==> config.mk <==
export PLATFORM = sky130hd
export DESIGN_NAME = icache_refill
export DESIGN_NICKNAME = d
export VERILOG_FILES = /design/src/rtl/icache_refill.sv
export SDC_FILE = /design/constraint.sdc
export NUM_CORES = 1
export LEC_CHECK = 0
export ABC_AREA = 1
export BUFFER_PORTS_ARGS = -buffer_cell sky130_fd_sc_hd__buf_2
export CAP_MARGIN = 30
export CORE_ASPECT_RATIO = 0.8
export CORE_MARGIN = 2
export CORE_UTILIZATION = 54
export CTS_CLUSTER_DIAMETER = 100
export DETAILED_ROUTE_END_ITERATION = 10
export GPL_ROUTABILITY_DRIVEN = 1
export PLACE_DENSITY = 0.9
export SLEW_MARGIN = 20
export SYNTH_ARGS = -nofsm -noshare
export SYNTH_HDL_FRONTEND = slang
export SYNTH_SLANG_ARGS = --single-unit
==> constraint.sdc <==
create_clock -name clk -period 5.9 [get_ports clk]
set_input_delay 0 -clock clk [delete_from_list [all_inputs] [get_ports clk]]
set_output_delay 0 -clock clk [all_outputs]
set_load 0.01 [all_outputs]
==> src/rtl/icache_refill.sv <==
// icache miss-refill engine: four byte reads assembled little-endian into one word.
// Write pulse 6 cycles after grant; rdy=0 freezes everything, flush aborts in any state.
module icache_refill #(
    parameter int ADDR_W = 32
) (
    input  logic              clk,
    input  logic              rst,
    input  logic              rdy,
    input  logic              fetch_req_i,
    input  logic [ADDR_W-1:0] fetch_pc_i,
    input  logic              icache_hit_i,
    input  logic              flush_i,
    output logic              mem_req_o,
    input  logic              mem_gnt_i,
    output logic [ADDR_W-1:0] mem_a_o,
    input  logic [7:0]        mem_din_i,
    output logic              cache_we_o,
    output logic [ADDR_W-1:0] cache_wpc_o,
    output logic [31:0]       cache_winst_o,
    output logic              inst_valid_o,
    output logic [31:0]       inst_o,
    output logic              busy_o
);

    typedef enum logic [2:0] {IDLE, WAIT_GNT, BUS, TAIL, DONE} state_t;

    state_t            state;
    logic [ADDR_W-1:0] base;
    logic [1:0]        cnt;
    logic [1:0]        byte_idx;
    logic [31:0]       word;
    logic [31:0]       inst_q;
    logic              we_q;

    // Byte on mem_din_i belongs to the address driven one cycle earlier.
    assign byte_idx = cnt - 2'd1;

    always_ff @(posedge clk or posedge rst) begin
        if (rst) begin
            state       <= IDLE;
            base        <= '0;
            cnt         <= '0;
            word        <= '0;
            inst_q      <= '0;
            we_q        <= 1'b0;
            mem_req_o   <= 1'b0;
            mem_a_o     <= '0;
            cache_wpc_o <= '0;
        end else if (rdy) begin
            we_q <= 1'b0;
            if (flush_i) begin
                state     <= IDLE;
                mem_req_o <= 1'b0;
            end else begin
                case (state)
                    IDLE: begin
                        if (fetch_req_i && !icache_hit_i) begin
                            base      <= fetch_pc_i;
                            mem_req_o <= 1'b1;
                            state     <= WAIT_GNT;
                        end
                    end
                    WAIT_GNT: begin
                        if (mem_gnt_i) begin
                            cnt     <= 2'd0;
                            mem_a_o <= base;
                            state   <= BUS;
                        end
                    end
                    BUS: begin
                        if (cnt != 2'd0) begin
                            word[{byte_idx, 3'b000} +: 8] <= mem_din_i;
                        end
                        cnt <= cnt + 2'd1;
                        if (cnt == 2'd3) begin
                            state <= TAIL;
                        end else begin
                            mem_a_o <= base + ADDR_W'(cnt + 2'd1);
                        end
                    end
                    TAIL: begin
                        word[31:24] <= mem_din_i;
                        inst_q      <= {mem_din_i, word[23:0]};
                        cache_wpc_o <= base;
                        we_q        <= 1'b1;
                        mem_req_o   <= 1'b0;
                        state       <= DONE;
                    end
                    DONE: begin
                        state <= IDLE;
                    end
                    default: begin
                        state <= IDLE;
                    end
                endcase
            end
        end
    end

    // A flush arriving in DONE must kill the pulse in the same cycle.
    assign cache_we_o    = we_q & ~(flush_i & rdy);
    assign inst_valid_o  = we_q & ~(flush_i & rdy);
    assign cache_winst_o = inst_q;
    assign inst_o        = inst_q;
    assign busy_o        = (state != IDLE);

endmodule
## Yosys cells after proc, flatten, opt, wreduce, memory -nomap -nowiden

Index checks and enable logic that the tools add are counted.

- Register bits: 167
- Bits in latches: 0
- Memory bits (writable): 0
- Bits in read-only memories: 0
- Input port bits: 47
- Output and inout port bits: 132
- Word-level logic and storage cells: 65
- Memories: 0

- Add/sub/neg operators: 5
- $mul: 0
- Div/mod/pow operators: 0
- $lt $le $gt $ge: 0
- Equality and inequality tests: 10
- Shifts and indexed selects: 2
- Muxes and demuxes: 18
- Bitwise gates (word level): 4
- Reduce and logical (&&, ||, !) cells: 16

Operator list:

| cell | count |
|---|---|
| 32-bit two-way mux | 3 |
| 32-bit one-hot mux with 2 select lines | 1 |
| 32-bit by 3-bit adder with 32-bit output | 1 |
| 32-bit bitwise mux | 1 |
| 8-bit by 7-bit variable shift with 32-bit output (first input constant) | 1 |
| 8-bit by 7-bit indexed part select with 32-bit output | 1 |
| 4-bit AND reduction | 5 |
| 8-bit one-hot mux with 2 select lines | 1 |
| 3-bit two-way mux | 4 |
| 3-bit one-hot mux with 4 select lines | 1 |
| 3-bit inequality test (second input constant) | 3 |
| 5-bit negation with 7-bit output | 1 |
| 3-bit by 2-bit equality test with 1-bit output (second input constant) | 2 |
| 2-bit inequality test (second input constant) | 3 |
| 3-bit AND reduction | 2 |
| 2-bit nonzero test | 3 |
| 3-bit nonzero test | 2 |
| 5-bit AND reduction | 1 |
| 1-bit two-way mux | 4 |
| 2-bit one-hot mux with 2 select lines | 1 |
| 2-bit by 1-bit adder with 3-bit output (second input constant) | 1 |
| 3-bit by 1-bit equality test with 1-bit output (second input constant) | 1 |
| 3-bit zero test | 1 |
| 2-bit by 1-bit adder with 2-bit output (second input constant) | 1 |
| 8 further kinds | 10 |

## Depth between registers and ports, before layout

Gate-level depths: netlist of the first run.

- Depth after elaboration: 6
- Mapped depth: 11
- Gate-level depth less buffers: 11

## Worst setup path after synthesis of the first run

Ideal clock, no wire load.

- Kind: reg-to-reg
- From: register cnt[0]
- To: register mem_a_o[10]
- Library setup time: 117 ps
- Arrival: 1927 ps
- Required time: 5783 ps
- Setup slack: 3856 ps
- Stages on the path, launching flop included: 12
- Path buffers: 0
- Clock period less this slack: 2044 ps
- Cell sequence: dfrtp_1 inv_1 ha_1 fa_1 inv_1 nand3_1 nor2_1 nand2_1 nor2_1 nand2_1 nand3_1 nand2_1

- Longest elaborated chain between the ends: 4
- Elaborated cells between the ends (all ways): 7
- Those cells by class: 2 x add/sub; 2 x eq/ne; 2 x mux; 1 x reduce/logical

Ends and longest elaborated chain:

| item | line | text |
|---|---|---|
| start: declaration | 29 | `logic [1:0] cnt;` |
| start signal: assignment | 74 | `cnt <= cnt + 2'd1;` |
| 2-bit by 1-bit adder with 3-bit output | 78 | `mem_a_o <= base + ADDR_W'(cnt + 2'd1);` |
| 32-bit by 3-bit adder with 32-bit output | 78 |  |
| 32-bit two-way mux | 75 | `if (cnt == 2'd3) begin` |
| 32-bit one-hot mux with 2 select lines | 55 | `case (state)` |
| end signal: assignment | 66 | `mem_a_o <= base;` |
| end signal: assignment | 78 |  |
| end: declaration | 15 | `output logic [ADDR_W-1:0] mem_a_o,` |

Several ways; a longest one is shown, not always the timed one. The select of a mux whose other input is x is not followed.
A chain may end at the register's enable or synchronous reset.

## Worst setup path after layout of the first run

- From: register cnt[0]
- To: register mem_a_o[18]

Same word-level chain as after synthesis.

==> results.py, run 1 <==
metrics = {
    "run_status": {
        "outcome": "completed",
    },
    "drt": {
        "wirelength_mm": 19.71,
        "drcViolationCount": 0,
        "wl_met1_mm": 8.374,
        "drtIter0Drc": 715,
        "firstDrtPassIters": 5,
        "via_per_inst": 5.453,
        "ant_nets": 0,
        "wl_met3_mm": 1.857,
        "num_vias": 6664,
        "wl_per_cell_um": 16.13,
        "highest-signal-layer": "met4",
        "wl_met2_mm": 8.920,
    },
    "timing": {
        "worstMarginPinSlew_ns": 0.8426,
        "hold_violations": 0,
        "rsz0062_at_grt": "false",
        "slew_viol_final": 0,
        "setup-violations-final": 0,
        "timing.hold.ws_ns": 0.1501,
        "max_slew_margin_pct": 43.62,
        "setup_tns_ns": 0,
        "setup_slack_ns": 3.311,
        "fin_skew_ns": 0.009388,
        "fmax_mhz": 386.2,
        "fin_crit_ns": 2.589,
        "finalCritPeriodShare_pct": 43.89,
    },
    "worst_setup_path": {
        "slowest_stage": "dfrtp_1",
        "endpoint": "mem_a_o[18]$_DFFE_PP0P_",
        "endpoint_kind": "flop",
        "rr_worst_depth": 10,
        "slowest_delay_ns": 0.44,
        "crit_path_start": "cnt[0]$_DFFE_PP0P_",
        "crit_type": "reg2reg",
        "crit_path_max_fanout": 7,
        "crit_chain": "inv_1 -> ha_1 -> fa_1 -> inv_1 -> nand3_1 -> nor2_1 -> nand2_1 -> o21ai_0 -> nand3_1 -> nand2_1",
        "crit_path_start_kind": "flop",
        "reg2reg_from": "cnt[0]$_DFFE_PP0P_",
        "reg2reg_slack_ns": 3.31,
        "arrival_ns": 2.96,
        "reg2reg_to": "mem_a_o[18]$_DFFE_PP0P_",
        "cp_data_required_time_ns": 6.27,
    },
    "yosys": {
        "synth_area_mm2": 0.007283,
        "netlist_instances": 853,
        "syn_area_per_cell_um2": 8.538,
        "yosysSeqAreaShare_pct": 54.63,
        "synth_ff_type": "dfrtp_1",
        "synth_seq_cells": 159,
        "synthesis.nets": 909,
        "synth_edf_count": 0,
        "yosysUniqueCellTypes": 26,
        "ys_warn_count": 0,
        "async_flop_share_pct": 100.0,
    },
    "die": {
        "fp.dieW_um": 133.8,
        "ioPinCount": 179,
        "initial_utilization_pct": 55.99,
        "row_count": 37,
        "die_y_um": 107.9,
        "dieArea_mm2": 0.01444,
        "core_mm2": 0.01301,
    },
    "min_path": {
        "min_path_type": "in2reg",
    },
    "cells_and_area": {
        "diodes": 0,
        "postLayoutCoreUtil_pct": 70.07,
        "drive_gt1_share_pct": 21.97,
        "final_area_mm2": 0.009115,
        "nNetsFinal": 1091,
        "area_delta_synth_final_pct": 25.15,
        "n_fill_cell": 964,
    },
    "cts": {
        "cts_setup_buffers": 0,
        "cts_tree": "built",
        "htreeDepth": 4,
        "clk_pin_slew_ns": 0.07,
        "clk_path_buf_depth": 2,
        "cts_resized": 0,
        "cts_made_buffers": 17,
        "clk_latency_ns": 0.43,
        "ctsHoldBuffers": 43,
        "ctsRootBufferMaster": "clkbuf_16",
        "cts_num_sinks": 159,
    },
    "grt": {
        "grt_start_max_net_pins": 88,
        "first_global_vias": 6398,
        "grt_overflow_total": 0,
        "grt_pass1_wl_mm": 31.33,
        "grt_antenna_before_repair": 0,
        "grtUsageTotal_pct": 27.65,
    },
    "placed_design": {
        "gp_congestion": 0.9506,
        "dpl_worst_slack_ns": 3.462,
        "io_buffer_count": 178,
        "dpl_cell_area_mm2": 0.008066,
        "dp.final_hpwl_mm": 12.42,
    },
    "power_and_ir_drop": {
        "leakagePower_nw": 4.791,
        "ir_worst_vdd_mv": 0.2758,
        "power.density_mw_per_mm2": 551.1,
    },
    "flow_run": {
        "max_cap_violations": 0,
    },
}
## synth_stat cells (all sizes together) (8+ instances only)
cell    number  area share, %
nand4       28            2.4
o21ai      101            6.9
buf         47            4.6
nand3       63            4.3
a21oi       35            2.4
dfrtp      159             55
clkbuf      17           0.88
nor2        78            4.1
nand2      199             10
ha           8            1.4
mux2         8            1.2
inv         91            4.7
## area by class of cell
type	count	area, µm²	share of cell area [%]
flip-flops and latches	159	3979	43.65
multi-input cells	538	2570	28.19
repair buffers	227	1411	15.48
clock buffers	20	456.7	5.010
inverters	92	350.3	3.844
well taps	175	219.0	2.402
clock inverters	11	128.9	1.414
## cell usage in the layout, fill, tap and decap left out, types with 3 or more instances in the layout
cell | synthesis | layout
buf_2 | 11 | 179
inv_6 | 0 | 5
nor3_1 | 4 | 4
nand4_1 | 28 | 28
o21ai_0 | 101 | 101
inv_1 | 90 | 89
xor2_1 | 6 | 6
clkbuf_16 | 0 | 17
nor2_2 | 3 | 3
ha_1 | 8 | 8
nor2_1 | 75 | 75
nand2_1 | 198 | 197
a21oi_1 | 35 | 35
mux2_2 | 8 | 8
dfrtp_1 | 159 | 159
nand3_1 | 63 | 63
dlygate4sd3_1 | 0 | 43
## cells by family (layout without fill, tap and decap cells)
logic type               Yosys count  in the layout  share of synthesized area (%)
AND/OR/NAND/NOR                  376            376                          21.92
flip-flops                       159            159                          54.63
buffers and inverters            156            350                          10.19
AO/OA/AOI/OAI                    139            139                          9.655
adder cells (fa/ha/maj)            9              9                          1.649
multiplexers                       8              8                          1.237
XOR/XNOR                           6              6                         0.7215
## worst min-delay path by stage
| stage | start | to | slack (ns) | depth (start not counted) |
|---|---|---|---|---|
| after floorplan | flush_i | cache_we_o | 0.09 | 1 |
| after global placement | rst | mem_req_o$_DFFE_PP0P_ | 0.18 | 2 |
| after detailed placement | rst | we_q$_DFFE_PP0P_ | 0.19 | 2 |
| after CTS | fetch_req_i | mem_req_o$_DFFE_PP0P_ | 0.14 | 6 |
| after global routing | fetch_req_i | mem_req_o$_DFFE_PP0P_ | 0.25 | 6 |
| final | fetch_req_i | mem_req_o$_DFFE_PP0P_ | 0.15 | 6 |
## power by group
| group | switching, mW | leakage, nW | internal [mW] |
|---|---|---|---|
| Combinational | 1.22 | 2.68 | 0.710 |
| Clock | 0.459 | 0.284 | 0.648 |
| Sequential | 0.391 | 1.82 | 1.60 |
## sequential cells by signal (all words and copies together), names as in the netlist
name           flops
base              32
cache_winst_o     32
cache_wpc_o       32
mem_a_o           32
word              24
state              3
cnt                2
mem_req_o          1
we_q               1
## routing by layer
metal,GRT usage [%],up-vias
met2,42.56,357
li1,-,3086
met3,6.638,56
met4,11.47,0
met5,0,-
met1,37.89,3165
## worst max-delay path: cells and delay by family, from the launching register on
kind	cells	cell delay, ns
simple gates	5	0.98
flops	1	0.44
buf+inv	2	0.28
compound gates	1	0.23
fa+ha+maj	2	0.60
## stage by stage
step / power (mW) / instances
5_1_grt: 5.352 / 1222
3_3_place_gp: 3.730 / 1144
3_5_place_dp: 3.818 / 1146
6_report: 5.023 / 1222
4_1_cts: 4.973 / 1220
2_1_floorplan: 3.184 / 853
No activity file was read; power rests on OpenSTA's default activity.
==> inputs of run 2 (changes only) <==
- ABC_AREA: 1 -> 0
- CORE_UTILIZATION: 54 -> 48
- PLACE_DENSITY: 0.9 -> 0.85
- clock period: 5.9 -> 2.37 ns (I/O delays scaled with it)
==> run 2 against run 1 <==
Register-to-register slack got worse by 3.2 ns. First-iteration DRC count decreased by 49%. Clock skew about the same. Clock power grew 120%. Synthesized cell count fell by 29%. Worst setup slack worse by 3.2 ns. Combinational power is 12% lower. Sequential share of layout area grew 0.23 points. Cell area down 0.49%. Clock-buffer cell count fell by 1. Cell count is 18% lower. Flip-flop and latch count did not move.
==> results.py, run 2 <==
metrics = {
    "power_and_ir_drop": {
        "switching_share_pct": 31.25,
        "power.density_mw_per_mm2": 854.4,
        "ir_worst_vdd_mv": 0.7263,
        "share_comb_of_total_power_pct": 21.9,
        "p_seq_share_pct": 46.5,
        "p_int_mw": 5.328,
        "leakagePower_nw": 4.599,
        "pwr-share-clk_pct": 31.6,
        "power_switching_mw": 2.422,
    },
    "drt": {
        "drcViolationCount": 0,
        "wl_per_cell_um": 17.37,
        "via_per_inst": 5.252,
        "firstDrtPassIters": 5,
        "num_vias": 5294,
        "wirelength_mm": 17.51,
        "ant_nets": 0,
        "drtIter0Drc": 364,
    },
    "placed_design": {
        "io_buffer_count": 178,
        "dpl_cell_area_mm2": 0.008063,
        "dpl_worst_slack_ns": 0.006141,
        "gp_congestion": 0.8295,
        "dp.final_hpwl_mm": 11.33,
        "place_inst": 930,
    },
    "yosys": {
        "syn_area_per_cell_um2": 11.71,
        "yosysTopAreaCell": "dfrtp_1",
        "ys_warn_count": 0,
        "synth_seq_cells": 159,
        "synth_edf_count": 0,
        "ys_top_cells_by_count": "dfrtp_1, mux2_2, nand2_1",
        "synthesis.nets": 659,
        "synth.area.top_cells": "dfrtp_1, mux2_2, nand2_1, o21ai_0, buf_4",
        "synth_area_mm2": 0.007061,
        "synth_top_cell_area_share_pct": 56.35,
        "netlist_instances": 603,
        "yosysUniqueCellTypes": 42,
        "yosysMostFrequentCell": "dfrtp_1",
        "synth_ff_type": "dfrtp_1",
        "yosysSeqAreaShare_pct": 56.35,
        "async_flop_share_pct": 100.0,
    },
    "timing": {
        "fin_skew_ns": 0.009837,
        "finalCritPeriodShare_pct": 93.32,
        "max_slew_margin_pct": 58.81,
        "setup_tns_ns": 0,
        "worstMarginPinSlew_ns": 0.6132,
        "fmax_mhz": 452.2,
        "hold_violations": 0,
        "setup-violations-final": 0,
        "fin_crit_ns": 2.212,
        "rsz0062_at_grt": "false",
        "slew_viol_final": 0,
        "setup_slack_ns": 0.1584,
    },
    "grt": {
        "grtUsageTotal_pct": 22.98,
        "grt_antenna_before_repair": 0,
        "first_global_vias": 5440,
        "grt_pass1_wl_mm": 28.09,
        "grt_start_max_net_pins": 83,
        "grt_overflow_total": 0,
    },
    "cells_and_area": {
        "area_delta_synth_final_pct": 28.46,
        "fin_cells": 1008,
        "n_fill_cell": 1059,
        "postLayoutCoreUtil_pct": 63.22,
        "final_area_mm2": 0.009070,
        "multiInputGateArea_mm2": 0.002704,
        "seqCellArea_mm2": 0.003980,
        "diodes": 0,
        "drive_gt1_share_pct": 41.38,
        "mostFrequentLayoutCell": "buf_2",
        "nNetsFinal": 868,
        "layout_common_cells": "buf_2, dfrtp_1, mux2_2, nand2_1, o21ai_0",
    },
    "worst_setup_path": {
        "reg2reg_slack_ns": 0.16,
        "cp_data_required_time_ns": 2.73,
        "rr_worst_depth": 9,
        "crit_type": "reg2reg",
        "reg2reg_from": "base[0]$_DFFE_PP0P_",
        "arrival_ns": 2.57,
        "endpoint_kind": "flop",
        "crit_path_start_kind": "flop",
        "reg2reg_to": "mem_a_o[24]$_DFFE_PP0P_",
        "crit_path_max_fanout": 6,
    },
    "die": {
        "core_mm2": 0.01435,
        "row_count": 39,
        "dieArea_mm2": 0.01570,
        "initial_utilization_pct": 49.22,
        "ioPinCount": 179,
        "die_y_um": 112.5,
        "fp.dieW_um": 139.6,
    },
    "run_status": {
        "outcome": "completed",
    },
    "cts": {
        "htreeDepth": 4,
        "clk_latency_ns": 0.44,
        "cts_made_buffers": 17,
        "cts_tree": "built",
        "cts_num_sinks": 159,
        "ctsRootBufferMaster": "clkbuf_16",
        "clk_path_buf_depth": 2,
        "clk_pin_slew_ns": 0.06,
    },
    "flow_run": {
        "max_cap_violations": 0,
    },
    "min_path": {
        "min_path_type": "in2async",
    },
}
## run 2: cell types whose count changed in the layout (fill, tap and decap cells not counted), moves of 6 or more
cell	delta
nand4_1	-13
a21oi_1	-28
and4_1	+6
mux2_2	+88
inv_1	-84
and3_1	+6
buf_4	+21
nand3_1	-49
o21ai_0	-46
xnor2_1	+7
nand2_1	-109
xor2_1	+15
nor2_1	-63
## run 2: routing by layer
metal | vias up | routed length [µm] | track usage (%)
met4 | 0 | 404 | 10.60
met2 | 167 | 8514 | 37.22
li1 | 2472 | - | -
met5 | - | 0 | 0
met1 | 2622 | 7734 | 29.55
met3 | 33 | 858 | 5.546
## run 2: worst max-delay path, cell delays in order (launching register included)
cell,delay [ns]
dfrtp_1,0.34
inv_1,0.05
ha_1,0.21
fa_2,0.34
or4b_4,0.52
nor3_4,0.13
buf_6,0.15
nand4_1,0.11
xor2_1,0.16
o21ai_1,0.13
## run 2: timing repair
item / 4_1_cts / 5_1_grt
pin swaps: 2 / 3
resized for setup: 3 / 5
hold buffers: 45 / 0
gates cloned: 0 / 0
buffers inserted: 2 / 0
hold endpoints to repair: 227 / 0
setup endpoints to repair: 3 / 30
## run 2: logic make-up after synthesis
kind of cell / Yosys count / synth area share [%]
xor+xnor: 28 / 3.473
compound gates: 76 / 5.954
fa+ha+maj: 9 / 1.701
simple gates: 168 / 11.54
flops: 159 / 56.35
mux: 96 / 15.31
buf+inv: 67 / 5.671
## run 2: worst max-delay path by stage
stage | slack (ns) | cells after the start | from | endpoint
after global placement | 0.07 | 8 | cnt[0]$_DFFE_PP0P_ | mem_a_o[30]$_DFFE_PP0P_
after floorplan | 0.04 | 7 | cnt[0]$_DFFE_PP0P_ | mem_a_o[28]$_DFFE_PP0P_
after CTS | 0.03 | 9 | base[0]$_DFFE_PP0P_ | mem_a_o[24]$_DFFE_PP0P_
after global routing | 0.003 | 9 | base[0]$_DFFE_PP0P_ | mem_a_o[30]$_DFFE_PP0P_
final | 0.16 | 9 | base[0]$_DFFE_PP0P_ | mem_a_o[24]$_DFFE_PP0P_
after detailed placement | 0.006 | 8 | base[0]$_DFFE_PP0P_ | mem_a_o[12]$_DFFE_PP0P_
## run 2: stage by stage
stage | hold WS (ns) | power [mW]
after global routing | 0.03973 | 8.168
after floorplan | 0.08573 | 4.455
after detailed placement | -0.07425 | 5.238
after CTS | 0.02614 | 7.776
final | 0.03198 | 7.750
after global placement | -0.07360 | 5.179
## run 2: layout make-up
| type | count | share of cell area [%] |
|---|---|---|
| clock inverter | 12 | 1.007 |
| multi-input combinational | 377 | 29.81 |
| clock buffer | 19 | 4.773 |
| timing repair buffer | 251 | 17.70 |
| sequential | 159 | 43.88 |
| inverter | 6 | 0.2897 |
| tap | 184 | 2.538 |
## run 2: power by group through the flow
stage                     registers (mW)  clock network (mW)  logic [mW]
after floorplan                     3.71                   0       0.741
after global placement              3.61                   0        1.57
after detailed placement            3.63                   0        1.61
after CTS                           3.59                2.49        1.69
after global routing                3.67                2.63        1.87
final                               3.60                2.45        1.70
